[config.mk]
export PLATFORM = sky130hd
export DESIGN_NAME = reg_f_stack_ctrl
export DESIGN_NICKNAME = d
export VERILOG_FILES = /design/src/rtl/reg_f_pkg.sv /design/src/rtl/reg_f_stack_ctrl.sv
export SDC_FILE = /design/constraint.sdc
export NUM_CORES = 1
export LEC_CHECK = 0
export ABC_AREA = 1
export CORE_UTILIZATION = 51
export CTS_BUF_LIST = sky130_fd_sc_hd__clkbuf_16
export CTS_CLUSTER_SIZE = 14
export DETAILED_ROUTE_END_ITERATION = 12
export GPL_ROUTABILITY_DRIVEN = 1
export HOLD_SLACK_MARGIN = 0.02
export PLACE_DENSITY = 0.83
export SLEW_MARGIN = 5
export SYNTH_ARGS = -nofsm -noshare
export SYNTH_HDL_FRONTEND = slang
export SYNTH_SLANG_ARGS = --single-unit
[constraint.sdc]
create_clock -name clk -period 3.05 [get_ports clk]
set_clock_uncertainty 0.05 [all_clocks]
set_input_delay 0.4575 -clock clk [delete_from_list [all_inputs] [get_ports clk]]
set_output_delay 0.4575 -clock clk [all_outputs]
set_load 0.05 [all_outputs]
[src/rtl/reg_f_pkg.sv]
// Shared types and sizes for the register-file context stack and its controller.
package reg_f_pkg;

  localparam int NREGS  = 9;
  localparam int RIDX_W = 4;
  localparam int SP_W   = 6;

  typedef enum logic [2:0] {
    IDLE   = 3'd0,
    PUSH   = 3'd1,
    POP_RD = 3'd2,
    POP_WR = 3'd3,
    FIN    = 3'd4
  } state_t;

endpackage

[src/rtl/reg_f_stack_ctrl.sv]
// Context-stack sequencer: saves the register file on push, then restores one
// register per cycle from a shadow copy of the top slot on pop.
//
// state  | meaning
// IDLE   | stack addressed at sp (top of stack); accepting push/pop
// PUSH   | stack written at sp+1 from the register file
// POP_RD | top slot captured into the shadow buffer
// POP_WR | shadow[idx] written back to register idx, idx = 1..9
// FIN    | done pulse, sp already updated
module reg_f_stack_ctrl
  import reg_f_pkg::*;
#(
  parameter int WIDTH = 8,
  parameter int DEPTH = 63
) (
  input  logic              clk,
  input  logic              rst_n,
  input  logic              push_req,
  input  logic              pop_req,
  input  logic [WIDTH-1:0]  stack1_in,
  input  logic [WIDTH-1:0]  stack2_in,
  input  logic [WIDTH-1:0]  stack3_in,
  input  logic [WIDTH-1:0]  stack4_in,
  input  logic [WIDTH-1:0]  stack5_in,
  input  logic [WIDTH-1:0]  stack6_in,
  input  logic [WIDTH-1:0]  stack7_in,
  input  logic [WIDTH-1:0]  stack8_in,
  input  logic [WIDTH-1:0]  stack9_in,
  output logic [SP_W-1:0]   stk_addr,
  output logic              stk_wren,
  output logic              rf_we,
  output logic [RIDX_W-1:0] rf_waddr,
  output logic [WIDTH-1:0]  rf_wdata,
  output logic [SP_W-1:0]   sp,
  output logic              busy,
  output logic              done,
  output logic              err
);

  localparam logic [SP_W-1:0]   SP_MAX   = SP_W'(DEPTH);
  localparam logic [RIDX_W-1:0] IDX_LAST = RIDX_W'(NREGS);

  state_t            state;
  logic [SP_W-1:0]   sp_q;
  logic [RIDX_W-1:0] idx;
  logic              err_q;
  logic [WIDTH-1:0]  shadow [NREGS];
  logic [WIDTH-1:0]  stk_in [NREGS];

  assign stk_in[0] = stack1_in;
  assign stk_in[1] = stack2_in;
  assign stk_in[2] = stack3_in;
  assign stk_in[3] = stack4_in;
  assign stk_in[4] = stack5_in;
  assign stk_in[5] = stack6_in;
  assign stk_in[6] = stack7_in;
  assign stk_in[7] = stack8_in;
  assign stk_in[8] = stack9_in;

  always_ff @(posedge clk) begin
    if (!rst_n) begin
      state <= IDLE;
      sp_q  <= '0;
      idx   <= '0;
      err_q <= 1'b0;
      for (int i = 0; i < NREGS; i++) shadow[i] <= '0;
    end else begin
      err_q <= 1'b0;
      case (state)
        IDLE: begin
          // push wins; a pop in the same cycle is dropped, not deferred
          if (push_req) begin
            if (sp_q < SP_MAX) state <= PUSH;
            else               err_q <= 1'b1;
          end else if (pop_req) begin
            if (sp_q != '0) state <= POP_RD;
            else            err_q <= 1'b1;
          end
        end
        PUSH: begin
          sp_q  <= sp_q + 1'b1;
          state <= FIN;
        end
        POP_RD: begin
          for (int i = 0; i < NREGS; i++) shadow[i] <= stk_in[i];
          idx   <= RIDX_W'(1);
          state <= POP_WR;
        end
        POP_WR: begin
          if (idx == IDX_LAST) begin
            sp_q  <= sp_q - 1'b1;
            idx   <= '0;
            state <= FIN;
          end else begin
            idx <= idx + 1'b1;
          end
        end
        FIN:     state <= IDLE;
        default: state <= IDLE;
      endcase
    end
  end

  always_comb begin
    stk_addr = (state == PUSH) ? sp_q + 1'b1 : sp_q;
    stk_wren = (state == PUSH);
    rf_we    = (state == POP_WR);
    rf_waddr = rf_we ? idx : '0;
    rf_wdata = rf_we ? shadow[idx - 1'b1] : '0;
    sp       = sp_q;
    busy     = (state != IDLE);
    done     = (state == FIN);
    err      = err_q;
  end

endmodule
* After elaboration in Yosys (flattened, before gate mapping)
Memory sizes are Yosys's and may differ from the RTL's. Index checks and enable logic that the tools add are counted.
Storage, ports and cells: bits in registers 14, latch bits 0, memory bits (writable) 72, memory bits (read-only) 0, input port bits 76, output and inout port bits 29, word-level logic and storage cells 66, memories 1
Memories:
- shadow | words 9, bits a word 8, rd ports 1, clocked after memory_dff 0, write ports 9, line reg_f_stack_ctrl.sv:47 | logic [WIDTH-1:0] shadow [NREGS];
Operators by class: add/sub/neg operators 4, $mul 0, divide/modulo/power cells 0, magnitude comparators 1, equal/unequal tests 9, shift operators 0, mux-type cells 30, bitwise operators 9, reductions and logical operators 8
Operator list (number):
- $mux 8 | 10
- $mux 3 | 5
- $mux 6 | 2
- $pmux 3 s4 | 1
- $pmux 6 s2 | 1
- $ne 3x3->1 const B | 3
- $or 1x1->1 | 9
- $mux 1 | 8
- $mux 4 | 2
- $pmux 4 s2 | 1
- $add 6x1->6 const B | 1
- $eq 3x2->1 const B | 2
- $lt 6x6->1 const B | 1
- $reduce_bool 6->1 | 1
- $sub 6x1->6 const B | 1
- $add 4x1->4 const B | 1
- $eq 4x4->1 const B | 1
- $reduce_and 2->1 | 2
- $reduce_and 4->1 | 1
- $reduce_bool 2->1 | 2
- $sub 4x1->4 const B | 1
- $eq 3x1->1 const B | 1
- $eq 3x3->1 const B | 1
- $logic_not 3->1 | 1
- other kinds (2) | 2

* Logic depth before layout (Yosys ltp)
Gate-level depths: netlist (run 1).
depth after elaboration 5, depth in mapped cells 12, gate-level depth less buffers 10

* Worst setup path after synthesis (run 1)
Ideal clock, no wire load.
path type flip-flop to output port, from reg sp_q[0] (netlist: sp[0]), to out stk_addr[3], data arrival time 2.421 ns, data required time 2.542 ns, setup slack 0.121 ns, cell stages (with the launch flop) 5, cell sequence dfxtp_1 > clkinv_1 > nor2_1 > xor2_1 > o21ai_0
On the way: cells in the longest elaborated chain, start to end 2
Ends and longest elaborated chain:
- start, declared | line reg_f_stack_ctrl.sv:44 | logic [SP_W-1:0] sp_q;
- start signal, assigned | line reg_f_stack_ctrl.sv:81 | sp_q <= sp_q + 1'b1;
- start signal, assigned | line reg_f_stack_ctrl.sv:91 | sp_q <= sp_q - 1'b1;
- $add 6x1->6 | line reg_f_stack_ctrl.sv:105 | stk_addr = (state == PUSH) ? sp_q + 1'b1 : sp_q;
- $mux 6 | line reg_f_stack_ctrl.sv:105
- end, declared | line reg_f_stack_ctrl.sv:29 | output logic [SP_W-1:0] stk_addr,
Every way passes these cells.

* Worst setup path in the final report (run 1)
from reg state[1], to out rf_we
On the way: cells in the longest elaborated chain, start to end 1
Ends and longest elaborated chain:
- start, declared | line reg_f_stack_ctrl.sv:43 | state_t state;
- start signal, assigned | line reg_f_stack_ctrl.sv:62 | state <= IDLE;
- start signal, assigned | line reg_f_stack_ctrl.sv:73 | if (sp_q < SP_MAX) state <= PUSH;
- start signal, assigned | line reg_f_stack_ctrl.sv:76 | if (sp_q != '0) state <= POP_RD;
- $eq 3x2->1 | line reg_f_stack_ctrl.sv:107 | rf_we = (state == POP_WR);
- end, declared | line reg_f_stack_ctrl.sv:31 | output logic rf_we,
Every way passes these cells.

==> impl_results.md, run 1 <==
* Period utilization at 93.2%
* Post-CTS setup buffers at 0
* Worst r2r dst: sp[5]
* Reg2Reg Depth at 10
* Worst-path clk slew at 70 ps
* Starting Density at 52.4%
* Syn Inst Count at 544
* R2R Setup Slk at 1140 ps
* Fmax at 352 MHz
* Layout filler cell count at 672
* Max stage delay on crit path at 860 ps
* CP delay by family, top: buffers and inverters
* Vias in the first global route at 3680
* Setup crit end kind: output pin
* GP Congestion at 0.863
* Result of the run: completed
* Post-Syn Nets at 626
* Sequential fraction of the synthesis area at 53.8%
* Hold Vio Cnt, Final at 0
* # diodes at 0
* Worst path depth at 3
* Critical path buffer and inverter count at 2
* Critical path launch point: state[1]
* Arr. time, crit path at 2330 ps
* Most frequent cells in the layout: inv_1 (97), nand2_1 (96), clkdlybuf4s50_1 (94)
* Final ANT Viol Nets at 0
* Root buffer cell: clkbuf_16
* Combinational power share at 43.2%
* Die Wd at 96.4 um
* Clock power share at 20.8%
* Final #Nets at 721
* Die ar. at 9290 um^2
* Yosys top cell by area: edfxtp_1
* Clock sinks at 86
* Post-Route WL at 10.7 mm
* Worst path slowest cell: clkdlybuf4s50_1
* Initial antenna violation count at 0
* DR pass1 iterations at 5
* Critical Path Start Type: flip-flop
* Die Span Y at 96.4 um
* VDD IR-drop max at 335 uV
* Crit path max fanout at 14
* FF+latch count, synth at 86
* Clk_lat worst skew at 340 ps
* Tot GR Track Use at 24.5%
* GRT overflow at 0
* Total CTS buffers at 9
* First-pass GRT wire length at 16.9 mm
* Core area at 8680 um^2
* R2R Path Start: idx[0]
* Pin count of the biggest net entering global routing at 73
* H-Tree Depth at 3
* Cell Int Power at 0.00303 W
* Detailed-route DRC error count at 0
* Number of port buffers at 104
* Setup_tns at 0 ps
* Unrepaired setup endpoints after global routing: false
* Yosys top cell area share at 47.6%
* Wirelength per Cell at 14.2 um
* IO Pins at 105
* Mapped cell area at 4540 um^2
* Final slew viol count at 0
* Detailed Place HPWL at 7.78 mm
* Tmin final at 2840 ps
* Rows at 34
* CP Cell Sequence: nand3_2 > inv_2 > clkdlybuf4s50_1
* Commonest non-fill, non-tap cell in the layout: inv_1
* Max clock buf depth at 2
* Worst setup path class: reg2out
* Critical Path RT at 2540 ps
* P per Cell Area at 866 nW/um^2
* CTS tree: yes
* Max-cap violation count at 0
* DR vias at 3846
* Slew margin rel. at 65.0%
* # setup viols final at 0
* Post-synthesis area per instance at 8.35 um^2
* CP Capture Point: rf_we
* First DRT Iteration DRCs at 338
* Sequential share of power at 36.0%
* Switch share at 41.8%
* Hold Crit Class: reg2reg
* Yosys warns at 0
* Layout cells sized above 1 at 7.92%
* Worst-Margin Slew at 524 ps
* Static leakage at 2.74 nW
* Switching power at 0.00218 W
* Post-synth cell types at 32
* Ranking of synthesized cells by area: edfxtp_1 (48%), nand3_1 (9.0%), inv_1 (8.0%)
* Power, Total at 0.00521 W
* Via-per-instance ratio at 5.11
* Layout area overhead at 32.5%
## worst reg2reg max path: stages, from the launching register on
cell and delay (ps):
dfxtp_1 410, buf_4 360, ha_1 210, nand2_1 50, nor2_1 150, nand2_2 100
nand2_2 220, o21ai_0 130, inv_1 80, nand2_1 50, inv_1 40
## state kept, by name (all words and copies together) (netlist names)
| name | cells |
|---|---|
| err | 1 |
| idx | 4 |
| state | 3 |
| shadow | 72 |
| sp | 6 |
## per-layer routing
metal / up-vias / part of all wire [%] / GRT usage [%]
met3: 31 / 6.3 / 5.24
met1: 1735 / 41 / 29.5
met2: 172 / 50 / 41.3
li1: 1908 / - / -
met4: 0 / 3.4 / 13.0
met5: - / 0 / 0
## kinds of logic (layout without fill, tap and decap cells)
family,after synthesis,in the layout,share of synthesized area (%)
AO/OA/AOI/OAI,28,28,3.17
XOR/XNOR,9,9,2.07
adder cells (fa/ha/maj),6,6,1.65
buffers and inverters,126,226,11.8
flip-flops,86,86,53.8
AND/OR/NAND/NOR,289,289,27.5
## Yosys cell counts
cell type,instances
nor3_1,1
buf_2,18
inv_2,1
nand4_1,4
o21ai_1,4
inv_6,1
xor2_1,6
dfxtp_1,14
buf_6,4
edfxtp_1,72
nand3b_1,1
xnor2_2,1
nand3_2,3
xor2_2,1
nand3_1,82
nor2_1,89
a21oi_1,11
inv_4,1
ha_1,6
or2_0,1
nand2_2,3
a21oi_2,1
clkinv_1,1
or2_1,1
inv_1,97
or2_2,6
xnor2_1,1
nor2_2,1
buf_4,1
clkbuf_1,2
o21ai_0,12
nand2_1,97
## final cells by class
cell class                      instances  area (um^2)  share of cell area [%]
Clock inverter                          7         73.8                    1.23
Timing Repair Buffer                  109         1180                    19.7
Multi-Input combinational cell        332         1570                    26.1
Inverter                              101          387                    6.42
Sequential cell                        86         2440                    40.6
Clock buffer                            9          225                    3.74
Tap cell                              108          135                    2.25
## power groups by stage
stage / logic, W / registers (W) / clock network [W]
floorplan: 0.00153 / 0.00194 / 0
global placement: 0.00217 / 0.00188 / 0
detailed placement: 0.00222 / 0.00189 / 0
CTS: 0.00224 / 0.00187 / 0.00110
global route: 0.00247 / 0.00191 / 0.00114
finish: 0.00225 / 0.00187 / 0.00108
## how the worst min path moves through the flow
stage / startpoint / endpoint / slack [ps] / cells after the start
floorplan: idx[1] / idx[1] / 430 / 2
detailed placement: idx[3] / idx[3] / 460 / 2
global route: idx[1] / idx[1] / 510 / 2
global placement: idx[3] / idx[3] / 450 / 2
CTS: idx[3] / idx[3] / 470 / 2
finish: idx[3] / idx[3] / 480 / 2
## stage by stage
step	std cells	hold WS, ps	utilization [%]	area, um^2	worst slack (ps)
5_1_grt	752	511	69.3	6020	21.7
3_3_place_gp	736	448	65.9	5720	607
6_report	752	485	69.3	6020	208
2_1_floorplan	544	431	-	4540	121
4_1_cts	752	473	69.3	6020	142
3_5_place_dp	736	460	65.9	5720	499
## what timing repair did
action | 4_1_cts | 5_1_grt
setup endpoints to repair | 0 | 1
hold buffers | 0 | 0
resized for setup | 0 | 1
Power figures use the tool's default switching activity.
==> inputs of run 2 (changes only) <==
CORE_MARGIN = 10   (was default)
==> run 2 against run 1 <==
Effect of this change: hold slack worse by 20 ps; sequential cell count unchanged; worst setup slack worse by 26 ps; register-to-register slack got worse by 20 ps; core utilization up 0.072 points; combinational power hardly changed; non-clock buffer count grew 1; critical path type unchanged; largest cell class unchanged; highest routed layer unchanged.
==> impl_results.md, run 2 (same netlist as run 1, synthesis figures left out) <==
* Final worst setup slack at 182 ps (was 208 ps)
* Critical path buffer and inverter count at 2 (unchanged)
* Setup Slack @ Placement at 532 ps (was 499 ps)
* Hold Vio Cnt, Final at 0 (unchanged)
* Vias in the first global route at 3706 (was 3680)
* Commonest non-fill, non-tap cell in the layout: inv_1 (unchanged)
* Most frequent cells in the layout: inv_1 (98), nand2_1 (96), clkdlybuf4s50_1 (95) (was inv_1 (97), nand2_1 (96), clkdlybuf4s50_1 (94))
* Power, Total at 0.00519 W (was 0.00521 W)
* VDD IR-drop max at 396 uV (was 335 uV)
* Clock power share at 20.5% (was 20.8%)
* Pin count of the biggest net entering global routing at 73 (unchanged)
* Worst-path clk slew at 60 ps (was 70 ps)
* Unrepaired setup endpoints after global routing: false (unchanged)
* Slew margin rel. at 54.5% (was 65.0%)
* Layout area overhead at 32.6% (was 32.5%)
* CP delay by family, top: buffers and inverters (unchanged)
* Period utilization at 94.0% (was 93.2%)
* H-Tree Depth at 3 (unchanged)
* M1 WL at 4.31 mm (was 4.34 mm)
* First-pass GRT wire length at 17.9 mm (was 16.9 mm)
* DR vias at 3831 (was 3846)
* Setup crit end kind: output pin (unchanged)
* Worst setup path class: reg2out (unchanged)
* Setup_tns at 0 ps (unchanged)
* Max clock buf depth at 2 (unchanged)
* Post-CTS setup buffers at 0 (unchanged)
* Layout cells sized above 1 at 7.61% (was 7.92%)
* Hold_buf cts at 0 (unchanged)
* CTS tree: yes (unchanged)
* Met3 wire len at 892 um (was 669 um)
* Post_cts resized at 0 (unchanged)
* Rows at 34 (unchanged)
* Combinational power share at 43.6% (was 43.2%)
* Met2 wire length at 5.70 mm (was 5.31 mm)
* IO Pins at 105 (unchanged)
* First DRT Iteration DRCs at 390 (was 338)
* Max stage delay on crit path at 830 ps (was 860 ps)
* Final #Nets at 722 (was 721)
* Die ar. at 13100 um^2 (was 9290 um^2)
* Root buffer cell: clkbuf_16 (unchanged)
* Max-cap violation count at 0 (unchanged)
* Cell Int Power at 0.00308 W (was 0.00303 W)
* Tot GR Track Use at 17.0% (was 24.5%)
* Number of port buffers at 104 (unchanged)
* Via-per-instance ratio at 5.09 (was 5.11)
* Crit path max fanout at 8 (was 14)
* CP Cell Sequence: clkinv_1 > ha_1 > nand2_1 > o21ai_0 > clkdlybuf4s50_1 (was nand3_2 > inv_2 > clkdlybuf4s50_1)
* Top reg by flops: shadow (unchanged)
* Total CTS buffers at 9 (unchanged)
* # diodes at 0 (unchanged)
* Result of the run: completed (unchanged)
* DR pass1 iterations at 5 (unchanged)
* GRT overflow at 0 (unchanged)
* Critical Path Start Type: flip-flop (unchanged)
* Clock sinks at 86 (unchanged)
* GP Congestion at 0.846 (was 0.863)
* Core area at 8680 um^2 (unchanged)
* Detailed Place HPWL at 8.47 mm (was 7.78 mm)
* Critical Path RT at 2540 ps (about the same)
* Final slew viol count at 0 (unchanged)
* Detailed-route DRC error count at 0 (unchanged)
* Top Layer Used: met4 (unchanged)
* Worst path slowest cell: clkdlybuf4s50_1 (unchanged)
* Die Span Y at 114 um (was 96.4 um)
* Starting Density at 52.4% (unchanged)
* Final ANT Viol Nets at 0 (unchanged)
* P per Cell Area at 861 nW/um^2 (was 866 nW/um^2)
* Arr. time, crit path at 2360 ps (was 2330 ps)
* Clk_lat worst skew at 340 ps (about the same)
* Worst-Margin Slew at 681 ps (was 524 ps)
* Tmin final at 2870 ps (was 2840 ps)
* Die Wd at 114 um (was 96.4 um)
* Switch share at 40.6% (was 41.8%)
* Max FFs per register at 72 (unchanged)
* Initial antenna violation count at 0 (unchanged)
* # setup viols final at 0 (unchanged)
* Static leakage at 2.72 nW (was 2.74 nW)
* Sequential share of power at 35.9% (was 36.0%)
* Post-Route WL at 11.2 mm (was 10.7 mm)
* Switching power at 0.00211 W (was 0.00218 W)
* Wirelength per Cell at 14.8 um (was 14.2 um)
* Hold Crit Class: reg2reg (unchanged)
* Fmax at 349 MHz (was 352 MHz)
[run 2: power groups by stage]
stage | Sequential [W] | Combinational (W) | Clock, W
after floorplan | 0.00194 | 0.00153 | 0
after global placement | 0.00187 | 0.00219 | 0
after detailed placement | 0.00189 | 0.00225 | 0
after CTS | 0.00186 | 0.00226 | 0.00106
after global routing | 0.00190 | 0.00248 | 0.00111
final | 0.00186 | 0.00226 | 0.00106
[run 2: final timing paths]
kind	from	to	slack (ps)	cells after the start
worst max register to register	state[0]	shadow[8][6]	1120	4
worst min register to register	idx[1]	idx[1]	460	2
worst min-delay path	idx[1]	idx[1]	460	2
worst max-delay path	sp[0]	stk_addr[1]	180	5
[run 2: layout make-up]
cell class	count	area, um^2
fill	666	2650
sequential	86	2440
multi-input combinational	332	1570
timing repair buffer	110	1200
inverter	101	387
clock buffer	9	225
tap	108	135
clock inverter	6	62.6
[run 2: worst min-delay path: stages, from the launching register on]
cell and delay, ps:
dfxtp_1 340, nand2_1 80, a21oi_1 50
[run 2: per-stage QoR]
step	cell area [um^2]	cells	util (%)	hold slack, ps
5_1_grt	6020	752	69.4	495
6_report	6020	752	69.4	465
3_5_place_dp	5740	737	66.1	458
4_1_cts	6020	752	69.4	467
3_3_place_gp	5740	737	66.1	445
2_1_floorplan	4540	544	-	431
[run 2: per-layer routing]
layer / up-vias / global-route usage, %
met5: - / 0
met4: 0 / 7.10
met3: 26 / 4.56
met2: 173 / 29.4
met1: 1724 / 19.4
li1: 1908 / -
==> inputs of run 3 (changes only) <==
CTS_CLUSTER_SIZE = 16   (was 14)
==> results of run 3 <==
Final layout, timing and power as in run 2 (identical DEF).
